`src/rtl/ram_port_arbiter_pkg.sv`:
```
// Shared types for the data_ram port arbiter: arbitration states and a counter-width helper.
package ram_port_arbiter_pkg;

  typedef enum logic [1:0] {
    S_CPU   = 2'b00,
    S_LOCK  = 2'b01,
    S_YIELD = 2'b10
  } arb_state_e;

  localparam int SEL_W = 4;

  // Bits needed to hold a counter value in [0, max_val]; never narrower than one bit.
  function automatic int cnt_width(input int max_val);
    return (max_val < 1) ? 1 : $clog2(max_val + 1);
  endfunction

endpackage

```
`src/rtl/ram_port_arbiter.sv`:
```
// Shares the single-port data_ram between the CPU data port and a DMA/loader port:
// fixed CPU priority, a starvation guard for DMA, and a bounded DMA burst lock.
module ram_port_arbiter
  import ram_port_arbiter_pkg::*;
#(
  parameter int ADDR_W       = 32,
  parameter int DATA_W       = 32,
  parameter int STARVE_LIMIT = 4,
  parameter int MAX_LOCK     = 8
) (
  input  logic              clk,
  input  logic              rst,
  input  logic              cpu_ce_i,
  input  logic              cpu_we_i,
  input  logic [ADDR_W-1:0] cpu_addr_i,
  input  logic [SEL_W-1:0]  cpu_sel_i,
  input  logic [DATA_W-1:0] cpu_data_i,
  output logic [DATA_W-1:0] cpu_data_o,
  output logic              cpu_stall_o,
  input  logic              dma_req_i,
  input  logic              dma_lock_i,
  input  logic              dma_we_i,
  input  logic [ADDR_W-1:0] dma_addr_i,
  input  logic [SEL_W-1:0]  dma_sel_i,
  input  logic [DATA_W-1:0] dma_data_i,
  output logic [DATA_W-1:0] dma_data_o,
  output logic              dma_ack_o,
  output logic              ram_ce_o,
  output logic              ram_we_o,
  output logic [ADDR_W-1:0] ram_addr_o,
  output logic [SEL_W-1:0]  ram_sel_o,
  output logic [DATA_W-1:0] ram_data_o,
  input  logic [DATA_W-1:0] ram_data_i
);

  localparam int STARVE_W = cnt_width(STARVE_LIMIT);
  localparam int LOCK_W   = cnt_width(MAX_LOCK - 1);
  localparam logic [STARVE_W-1:0] STARVE_MAX = STARVE_W'(STARVE_LIMIT);
  localparam logic [LOCK_W-1:0]   LOCK_LAST  = LOCK_W'(MAX_LOCK - 1);
  localparam logic [LOCK_W-1:0]   LOCK_FIRST = LOCK_W'(1);

  arb_state_e          state_q, state_d;
  logic [STARVE_W-1:0] starve_cnt_q, starve_cnt_d;
  logic [LOCK_W-1:0]   lock_cnt_q, lock_cnt_d;

  logic cpu_req;
  logic grant_dma;
  logic cpu_served;

  // Reset also gates the request/grant path so ack, stall and ram_ce_o drop without a clock edge.
  assign cpu_req = cpu_ce_i & rst;

  always_comb begin
    // NOTE: every signal written in an always_comb gets a default first, so no path can infer a latch.
    grant_dma = 1'b0;
    case (state_q)
      S_CPU:   grant_dma = dma_req_i & (~cpu_ce_i | (starve_cnt_q == STARVE_MAX));
      S_LOCK:  grant_dma = dma_req_i;
      S_YIELD: grant_dma = dma_req_i & ~cpu_ce_i;
      default: grant_dma = 1'b0;
    endcase
    grant_dma = grant_dma & rst;
  end

  assign cpu_served  = cpu_req & ~grant_dma;
  assign dma_ack_o   = grant_dma;
  assign cpu_stall_o = cpu_req & grant_dma;
  assign cpu_data_o  = cpu_served ? ram_data_i : '0;
  assign dma_data_o  = grant_dma  ? ram_data_i : '0;

  always_comb begin
    ram_ce_o   = 1'b0;
    ram_we_o   = 1'b0;
    ram_addr_o = '0;
    ram_sel_o  = '0;
    ram_data_o = '0;
    if (grant_dma) begin
      ram_ce_o   = 1'b1;
      ram_we_o   = dma_we_i;
      ram_addr_o = dma_addr_i;
      ram_sel_o  = dma_sel_i;
      ram_data_o = dma_data_i;
    end else if (cpu_req) begin
      ram_ce_o   = 1'b1;
      ram_we_o   = cpu_we_i;
      ram_addr_o = cpu_addr_i;
      ram_sel_o  = cpu_sel_i;
      ram_data_o = cpu_data_i;
    end
  end

  always_comb begin
    state_d      = state_q;
    starve_cnt_d = starve_cnt_q;
    lock_cnt_d   = lock_cnt_q;
    case (state_q)
      S_CPU: begin
        if (grant_dma || !dma_req_i) begin
          starve_cnt_d = '0;
        end else if (starve_cnt_q != STARVE_MAX) begin
          starve_cnt_d = starve_cnt_q + 1'b1;
        end
        if (grant_dma && dma_lock_i) begin
          state_d    = S_LOCK;
          lock_cnt_d = LOCK_FIRST;
        end
      end
      S_LOCK: begin
        // Inside a burst the DMA is always granted while requesting, so ack == dma_req_i here.
        if (!dma_req_i || !dma_lock_i) begin
          state_d    = S_CPU;
          lock_cnt_d = '0;
        end else if (lock_cnt_q == LOCK_LAST) begin
          state_d    = S_YIELD;
          lock_cnt_d = '0;
        end else begin
          lock_cnt_d = lock_cnt_q + 1'b1;
        end
      end
      S_YIELD: begin
        state_d      = S_CPU;
        starve_cnt_d = '0;
      end
      default: begin
        state_d      = S_CPU;
        starve_cnt_d = '0;
        lock_cnt_d   = '0;
      end
    endcase
  end

  // NOTE: state registers use non-blocking assignments and an asynchronous reset to a known idle state.
  always_ff @(posedge clk or negedge rst) begin
    if (!rst) begin
      state_q      <= S_CPU;
      starve_cnt_q <= '0;
      lock_cnt_q   <= '0;
    end else begin
      state_q      <= state_d;
      starve_cnt_q <= starve_cnt_d;
      lock_cnt_q   <= lock_cnt_d;
    end
  end

endmodule

```
`config.mk`:
```
export PLATFORM = sky130hd
export DESIGN_NAME = ram_port_arbiter
export DESIGN_NICKNAME = d
export VERILOG_FILES = /design/src/rtl/ram_port_arbiter_pkg.sv /design/src/rtl/ram_port_arbiter.sv
export SDC_FILE = /design/constraint.sdc
export NUM_CORES = 1
export LEC_CHECK = 0
export ABC_AREA = 1
export CAP_MARGIN = 20
export CORE_AREA = 3 3 119 121
export CTS_BUF_LIST = sky130_fd_sc_hd__clkbuf_4 sky130_fd_sc_hd__clkbuf_8
export CTS_CLUSTER_SIZE = 30
export DETAILED_ROUTE_END_ITERATION = 6
export DIE_AREA = 0 0 122 124
export GPL_TIMING_DRIVEN = 0
export HOLD_SLACK_MARGIN = 0.1
export PLACE_DENSITY = 0.62
export SYNTH_ARGS = -nofsm -noshare
export SYNTH_HDL_FRONTEND = slang
export SYNTH_SLANG_ARGS = --single-unit
```
`constraint.sdc`:
```
create_clock -name clk -period 3 [get_ports clk]
set_clock_uncertainty 0.1 [all_clocks]
set_input_delay 0.45 -clock clk [delete_from_list [all_inputs] [get_ports clk]]
set_output_delay 0.45 -clock clk [all_outputs]
set_load 0.01 [all_outputs]
```
# --- Word level (Yosys, flattened, before mapping) ---
# Index checks and enable logic that the tools add are counted.
word_totals:
  inputBits: 175
  elab_cells: 57
  output_inout_bits: 136
  reg_bits: 8
classes:
  reduce_logical: 9
  n_addsub: 2
  n_eq_ne: 8
  bitwise: 11
  n_mux: 24
ops:
  columns: ["operator", "count"]
  rows:
  - ["$mux 32", 6]
  - ["$mux 3", 5]
  - ["$ne 3x3->1 const B", 3]
  - ["$pmux 3 s3", 1]
  - ["$mux 4", 2]
  - ["$add 3x1->3 const B", 2]
  - ["$and 1x1->1", 6]
  - ["$eq 3x3->1 const B", 2]
  - ["$mux 2", 3]
  - ["$pmux 3 s2", 1]
  - ["$reduce_and 2->1", 3]
  - ["$mux 1", 4]
  - ["$not 1->1", 4]
  - ["$pmux 2 s2", 1]
  - ["$pmux 1 s3", 1]
  - ["$eq 2x1->1 const B", 1]
  - ["$eq 2x2->1 const B", 1]
  - ["$logic_not 1->1", 2]
  - ["$logic_not 2->1", 1]
  - ["$logic_or 1x1->1", 2]
  - ["$ne 2x2->1 const B", 1]
  - ["$logic_and 1x1->1", 1]
  - ["$or 1x1->1", 1]

# --- Logic depth before layout (Yosys ltp) ---
# Gate-level depths: netlist (run 1).
depth:
  depth_word: 8
  depth_mapped: 9
  mapped_depth_nobuf: 9

# --- Worst setup path before layout (run 1) ---
# Ideal clock, no wire load.
synth_path:
  kind: "register to output"
  start: "register starve_cnt_q[0]"
  end: "output ram_addr_o[0]"
  path_stages_with_launch: 10
  required_ns: 2.450
  setup_slack_ns: 0.986
  path_buffers: 1
  arrival_time_ns: 1.464
  cell_sequence: "dfrtp_1 inv_1 ha_1 nand3_2 nand3_2 nand3_4 inv_2 clkbuf_1 nand2_1 o21ai_1"
synth_between:
  elab_chain_cells: 6
synth_lines:
  columns: ["item", "line_no", "text"]
  rows:
  - ["start: declaration", "ram_port_arbiter.sv:43", "logic [STARVE_W-1:0] starve_cnt_q, starve_cnt_d;"]
  - ["start signal: assignment", "ram_port_arbiter.sv:140", "starve_cnt_q <= starve_cnt_d;"]
  - ["$eq 3x3->1", "ram_port_arbiter.sv:57", "S_CPU: grant_dma = dma_req_i & (~cpu_ce_i | (starve_cnt_q == STARVE_MAX));"]
  - ["$or 1x1->1", "ram_port_arbiter.sv:57", null]
  - ["$and 1x1->1", "ram_port_arbiter.sv:57", null]
  - ["$pmux 1 s3", "ram_port_arbiter.sv:56", "case (state_q)"]
  - ["$and 1x1->1", "ram_port_arbiter.sv:62", "grant_dma = grant_dma & rst;"]
  - ["$mux 32", "ram_port_arbiter.sv:77", "if (grant_dma) begin"]
  - ["end: declaration", "ram_port_arbiter.sv:30", "output logic [ADDR_W-1:0] ram_addr_o,"]
# Every way passes these cells.

# --- Final worst setup path (run 1) ---
layout_path:
  start: "register starve_cnt_q[0]"
  end: "output ram_data_o[26]"
layout_between:
  elab_chain_cells: 6
layout_lines:
  columns: ["item", "line_no", "text"]
  rows:
  - ["$eq 3x3->1", "ram_port_arbiter.sv:57", null]
  - ["$or 1x1->1", "ram_port_arbiter.sv:57", null]
  - ["$and 1x1->1", "ram_port_arbiter.sv:57", null]
  - ["$pmux 1 s3", "ram_port_arbiter.sv:56", null]
  - ["$and 1x1->1", "ram_port_arbiter.sv:62", null]
  - ["$mux 32", "ram_port_arbiter.sv:77", null]
  - ["end: declaration", "ram_port_arbiter.sv:32", "output logic [DATA_W-1:0] ram_data_o,"]
# Every way passes these cells.

==> results.sh, run 1 <==
export IMPL_ys_types=23
export IMPL_syn_area_per_cell_um2=4.781
export IMPL_drive_gt1_share_pct=5.000
export IMPL_hp_class="primary input to async pin"
export IMPL_cp_required_ns=2.45
export IMPL_core_area_mm2=0.01319
export IMPL_crit_chain="inv_1, ha_1, nand3_2, nand3_2, nand3_4, nand3_2, buf_6, buf_6, o21ai_1, clkdlybuf4s50_1"
export IMPL_wirelength_um=11580
export IMPL_cts_root_buf="clkbuf_8"
export IMPL_path_class="flip-flop to output port"
export IMPL_p_leak_nw=2.841
export IMPL_synth_seq_area_share_pct=10.88
export IMPL_drc=0
export IMPL_vdd_drop_max_mv=0.2031
export IMPL_rows=42
export IMPL_dr_pass1_iters=4
export IMPL_layout_common_cells="260 x clkdlybuf4s50_1, 108 x inv_1, 88 x nand2_1"
export IMPL_fillers=1401
export IMPL_cp_slowest_cell="clkdlybuf4s50_1"
export IMPL_tritoncts="built"
export IMPL_cts_clk_slew_worst_paths_ns=0.04
export IMPL_clockPowerShare_pct=12.4
export IMPL_final_common_cell="clkdlybuf4s50_1"
export IMPL_track_usage_pct=13.63
export IMPL_syn_inst=385
export IMPL_die_w_um=122
export IMPL_worst_pin_slew_ns=0.4193
export IMPL_grt_pass1_wl_um=16410
export IMPL_syn2layout_area_growth_pct=185.9
export IMPL_overflow=0
export IMPL_status="completed"
export IMPL_period_share_pct=95.70
export IMPL_ys_ff_latch=8
export IMPL_crit_path_start_kind="flip-flop"
export IMPL_finalMaxSlewViolations=0
export IMPL_p_per_area_mw_per_mm2=196.1
export IMPL_place_area_mm2=0.005164
export IMPL_wire_per_inst_um=13.22
export IMPL_cpMostUsedCell="nand3_2"
export IMPL_viasPerCell=3.712
export IMPL_final_min_clock_period_ns=2.871
export IMPL_grt_pass1_vias=3065
export IMPL_rsz0062_at_grt="true"
export IMPL_power_frac_comb_pct=72.8
export IMPL_clock_fmax_ghz=0.3483
export IMPL_htree_levels=1
export IMPL_r2r_cells=8
export IMPL_numCtsBuffers=3
export IMPL_p_sw_mw=0.3691
export IMPL_cts_path_max_buffers=2
export IMPL_grt_max_degree=14
export IMPL_rr_startpoint="starve_cnt_q[0]"
export IMPL_synth_nets=564
export IMPL_vias=3252
export IMPL_initial_utilization_pct=13.95
export IMPL_power_frac_seq_pct=14.8
export IMPL_drv_cap=0
export IMPL_synth_cell_area_mm2=0.001841
export IMPL_dieArea_mm2=0.01513
export IMPL_arrival_ns=2.32
export IMPL_initialDrtViolationCount=95
export IMPL_worst_path_max_fanout=10
export IMPL_hpwlAfterDp_um=9897
export IMPL_finalSetupViolations=0
export IMPL_hold_viol=0
export IMPL_antenna_left=0
export IMPL_die_y_um=124
export IMPL_clkSinkCount=8
export IMPL_worstSetupEndpointType="output port"
export IMPL_clk_latency_ns=0.23
export IMPL_cp_startpoint="starve_cnt_q[0]"
export IMPL_diodes=0
export IMPL_numPortBuffers=310
export IMPL_antenna_found_initial=0
export IMPL_slew_headroom_pct=71.81
export IMPL_switching_share_pct=35.77
export IMPL_yosys_warnings=0
export IMPL_finalInstanceArea_mm2=0.005261
export IMPL_cts_hold_buf=0
export IMPL_cpPeakStageDelay_ns=0.59
export IMPL_io_pins=311
export IMPL_nets=881
export IMPL_gp_congestion=0.8449
export IMPL_p_int_mw=0.6628
export IMPL_setup_tns_ns=0
## through the flow
step	setup slack [ns]	power (mW)	hold slack, ns	cells	utilization [%]
after floorplan	0.9855	0.4225	0.05441	385	-
after global placement	-0.7706	0.9252	0.3575	871	39.15
after detailed placement	-0.7553	0.9265	0.3706	871	39.15
after CTS	0.06450	1.047	0.1215	876	39.40
after global routing	-0.04053	1.117	0.1267	876	39.89
final	0.1291	1.032	0.1234	876	39.89
## critical path: cells and delay by family, from the launching register on
family | cells | cell delay (ns)
AO/OA/AOI/OAI | 1 | 0.13
adder cells (fa/ha/maj) | 1 | 0.20
buffers and inverters | 4 | 1.00
flip-flops | 1 | 0.34
AND/OR/NAND/NOR | 4 | 0.39
## path summary, 6_finish.rpt
kind	slack [ns]	endpoint
hold / removal	0.12	starve_cnt_q[2]
setup reg to reg	1.41	starve_cnt_q[1]
hold reg to reg	0.37	lock_cnt_q[1]
max in group asynchronous	2.41	state_q[1]
min in group clk	0.37	lock_cnt_q[1]
setup / recovery	0.13	ram_data_o[26]
## cell families (layout without fill, tap and decap cells)
group,count (synthesis),after routing,synth area share [%]
AOI/OAI and AO/OA,75,75,20.53
xor gates and xnor gates,1,1,0.4760
adders and majority gates,4,4,2.719
buffers and inverters,132,447,29.30
DFF,8,8,10.88
and+or+nand+nor,165,165,36.10
## what timing repair did
item | in CTS | in global routing
gates resized for setup | 38 | 30
setup endpoints to repair | 132 | 59
setup buffers | 2 | 0
pin swaps | 0 | 0
## area by class of cell
class,count,area [um^2],area share (%)
Timing Repair Buffer,312,3137,59.62
Multi-Input combinational cell,245,1104,20.98
Sequential cell,8,200.2,3.805
Clock buffer,3,41.29,0.7848
Inverter,111,419.2,7.967
Tap cell,176,220.2,4.185
Buffer,21,140.1,2.663
## cells in the mapped netlist
| master | number | share of area (%) |
|---|---|---|
| a21oi_1 | 1 | 0.27 |
| buf_1 | 3 | 0.61 |
| buf_2 | 5 | 1.4 |
| buf_4 | 4 | 1.6 |
| buf_6 | 3 | 1.8 |
| clkbuf_1 | 6 | 1.2 |
| dfrtp_1 | 8 | 11 |
| ha_1 | 4 | 2.7 |
| inv_1 | 108 | 22 |
| inv_2 | 3 | 0.61 |
| nand2_1 | 88 | 18 |
| nand2_2 | 1 | 0.34 |
| nand3_1 | 1 | 0.27 |
| nand3_2 | 3 | 1.6 |
| nand3_4 | 1 | 0.95 |
| nand3b_1 | 1 | 0.41 |
| nand4_1 | 1 | 0.34 |
| nor2_1 | 68 | 14 |
| nor4_1 | 1 | 0.34 |
| o21ai_0 | 13 | 3.5 |
| o21ai_1 | 60 | 16 |
| o31ai_1 | 1 | 0.41 |
| xnor2_1 | 1 | 0.48 |
## sequential cells by signal (all words and copies together) (netlist names)
register and cells:
lock_cnt_q 3, starve_cnt_q 3, state_q 2
## power by group through the flow
| stage | logic [mW] | clock network, mW | registers (mW) |
|---|---|---|---|
| floorplan | 0.273 | 0 | 0.149 |
| global placement | 0.773 | 0 | 0.152 |
| detailed placement | 0.773 | 0 | 0.153 |
| CTS | 0.762 | 0.133 | 0.152 |
| global route | 0.819 | 0.141 | 0.157 |
| finish | 0.751 | 0.128 | 0.152 |
## routing by layer
metal  track usage, %  part of all wire [%]  vias to the layer above
li1                 -                     -                     1748
met1            16.52                    40                     1338
met2            24.65                    50                      151
met5                0                     0                        -
met3            3.497                   9.5                       15
met4            2.241                   1.2                        0
No activity file was read; power rests on OpenSTA's default activity.
==> run 2: changes to the inputs <==
--- a/config.mk
+++ b/config.mk
@@ -8,12 +8,15 @@
 export ABC_AREA = 1
 export CAP_MARGIN = 20
-export CORE_AREA = 3 3 119 121
+export CELL_PAD_IN_SITES_DETAIL_PLACEMENT = 1
+export CELL_PAD_IN_SITES_GLOBAL_PLACEMENT = 2
+export CORE_ASPECT_RATIO = 1.75
+export CORE_MARGIN = 3
+export CORE_UTILIZATION = 10
 export CTS_BUF_LIST = sky130_fd_sc_hd__clkbuf_4 sky130_fd_sc_hd__clkbuf_8
 export CTS_CLUSTER_SIZE = 30
 export DETAILED_ROUTE_END_ITERATION = 6
-export DIE_AREA = 0 0 122 124
 export GPL_TIMING_DRIVEN = 0
 export HOLD_SLACK_MARGIN = 0.1
-export PLACE_DENSITY = 0.62
+export PLACE_DENSITY = 0.95
 export SYNTH_ARGS = -nofsm -noshare
 export SYNTH_HDL_FRONTEND = slang
==> constraint.sdc (replaced) <==
create_clock -name clk -period 3 [get_ports clk]
set_clock_uncertainty 0.1 [all_clocks]
set_input_delay 0.75 -clock clk [delete_from_list [all_inputs] [get_ports clk]]
set_output_delay 0.75 -clock clk [all_outputs]
set_load 0.01 [all_outputs]
==> run 2 against run 1 <==
Critical path depth did not move. Routed wire length rose by 17%. Flip-flop and latch count did not move. Die area rose by 33%. First-iteration DRC count fell by 32%. Global-route usage fell by 1.4 points. Register-to-register slack got worse by 0.02 ns. Count of clock-buffer cells in the layout did not move. Power rose by 1.2%. Final cell count rose by 7.0%. Final area fell by 1.5%. Clock power rose by 3%. Largest cell class unchanged.
==> results.sh, run 2 (synthesis results as in run 1) <==
export IMPL_drc=0
export IMPL_clk_latency_ns=0.23
export IMPL_initial_utilization_pct=10.19
export IMPL_p_sw_mw=0.3993
export IMPL_worst_path_max_fanout=10
export IMPL_final_min_clock_period_ns=2.924
export IMPL_pre_cts_ws_ns=-1.489
export IMPL_nets=884
export IMPL_hpwlAfterDp_um=11500
export IMPL_arrival_ns=2.07
export IMPL_fillers=2368
export IMPL_p_int_mw=0.6449
export IMPL_die_w_um=108.6
export IMPL_drive_gt1_share_pct=18.78
export IMPL_wirelength_um=13580
export IMPL_whs_ns=0.2680
export IMPL_overflow=0
export IMPL_tritoncts="built"
export IMPL_vdd_drop_max_mv=0.1885
export IMPL_rows=65
export IMPL_diodes=0
export IMPL_cp_slowest_cell="bufbuf_16"
export IMPL_slew_headroom_pct=72.42
export IMPL_period_share_pct=97.47
export IMPL_power_frac_seq_pct=14.6
export IMPL_final_common_cell="clkdlybuf4s50_1"
export IMPL_clockPowerShare_pct=12.7
export IMPL_cp_required_ns=2.15
export IMPL_rsz0062_at_grt="true"
export IMPL_layout_common_cells="172 x clkdlybuf4s50_1, 107 x inv_1, 88 x nand2_1"
export IMPL_p_leak_nw=2.744
export IMPL_power_frac_comb_pct=72.7
export IMPL_p_per_area_mw_per_mm2=201.6
export IMPL_cts_path_max_buffers=2
export IMPL_htree_levels=1
export IMPL_antenna_left=0
export IMPL_viasPerCell=3.718
export IMPL_hp_class="primary input to async pin"
export IMPL_die_y_um=185.5
export IMPL_grt_pass1_vias=3612
export IMPL_regArea_um2=200.2
export IMPL_multi_input_area_mm2=0.001156
export IMPL_drv_cap=0
export IMPL_numPortBuffers=310
export IMPL_finalMaxSlewViolations=0
export IMPL_gp_congestion=0.7832
export IMPL_track_usage_pct=12.24
export IMPL_clock_fmax_ghz=0.3420
export IMPL_cts_root_buf="clkbuf_8"
export IMPL_wire_per_inst_um=14.50
export IMPL_largest_registers="lock_cnt_q: 3 flops, starve_cnt_q: 3 flops, state_q: 2 flops"
export IMPL_syn2layout_area_growth_pct=181.4
export IMPL_initialDrtViolationCount=65
export IMPL_dieArea_mm2=0.02013
export IMPL_worst_slack_ns=0.07593
export IMPL_grt_max_degree=14
export IMPL_worst_pin_slew_ns=0.4102
export IMPL_hold_viol=0
export IMPL_cts_clk_slew_worst_paths_ns=0.04
export IMPL_crit_chain="buf_4, inv_1, nand2_1, nand3_2, nand3_4, nand3_4, bufbuf_16, buf_8, nor2_1, clkdlybuf4s15_2"
export IMPL_core_area_mm2=0.01805
export IMPL_crit_path_start_kind="primary input"
export IMPL_path_class="primary input to output port"
export IMPL_switching_share_pct=38.24
export IMPL_finalSetupViolations=0
export IMPL_vias=3484
export IMPL_worstSetupEndpointType="output port"
export IMPL_numCtsBuffers=3
export IMPL_clkSinkCount=8
export IMPL_io_pins=311
export IMPL_antenna_found_initial=0
export IMPL_grt_pass1_wl_um=19320
export IMPL_cpPeakStageDelay_ns=0.29
export IMPL_status="completed"
export IMPL_dr_pass1_iters=4
export IMPL_reg2reg_slack_ns=1.39
export IMPL_cpMostUsedCell="nand3_4"
## run 2: changes by cell type in the layout (fill, tap and decap cells not counted), sizes merged
cell	delta
clkdlybuf4s50	-88
dlymetal6s2s	-21
bufbuf	+1
clkbuf	+34
clkdlybuf4s15	+34
buf	+37
dlygate4sd2	+6
## run 2: area by class of cell
type / instances / share of cell area (%)
timing repair buffer: 315 / 54.35
multi-input combinational: 245 / 22.32
inverter: 111 / 8.188
tap: 234 / 5.652
buffer: 21 / 4.831
sequential: 8 / 3.865
clock buffer: 3 / 0.7971
## run 2: power by group through the flow
stage / sequential (mW) / clock, mW / combinational, mW
2_1_floorplan: 0.149 / 0 / 0.273
3_3_place_gp: 0.152 / 0 / 0.782
3_5_place_dp: 0.153 / 0 / 0.802
4_1_cts: 0.153 / 0.137 / 0.788
5_1_grt: 0.156 / 0.143 / 0.838
6_report: 0.153 / 0.132 / 0.759
## run 2: layer usage
layer	up-vias	GRT usage [%]	part of all wire, %	wire (um)
met5	-	0	0	0
met4	0	1.921	1.4	191
met3	12	1.770	6.5	886
met2	152	25.84	57	7697
met1	1564	12.35	35	4808
li1	1756	-	-	-
## run 2: worst paths after layout
path,cells after the start,start,end
max in group asynchronous,1,rst,lock_cnt_q[1]
min in group clk,2,lock_cnt_q[2],lock_cnt_q[2]
hold / removal,1,rst,starve_cnt_q[2]
setup reg to reg,8,starve_cnt_q[0],starve_cnt_q[1]
setup / recovery,10,cpu_ce_i,cpu_data_o[4]
hold reg to reg,2,lock_cnt_q[2],lock_cnt_q[2]
## run 2: metrics by stage
step / setup TNS, ns / area, um^2 / power [mW] / util, % / std cells
finish: 0 / 5180 / 1.044 / 28.69 / 937
global route: -0.01343 / 5180 / 1.137 / 28.69 / 937
CTS: -0.002207 / 5343 / 1.078 / 29.59 / 937
detailed placement: -140.99 / 5236 / 0.9549 / 29.00 / 929
global placement: -143.79 / 5236 / 0.9337 / 29.00 / 929
floorplan: 0 / 1841 / 0.4225 / - / 385
## run 2: critical path: cells and delay by family
family	cells	cell delay [ns]
buffers and inverters	5	0.81
AND/OR/NAND/NOR	5	0.49
## run 2: what timing repair did
item                                    4_1_cts  5_1_grt
hold buffers                                  0        0
resized for setup                           352       67
buffers inserted                              4        0
endpoints found under the setup margin      136       85
cloned                                        1        0
pin swaps                                     1        1
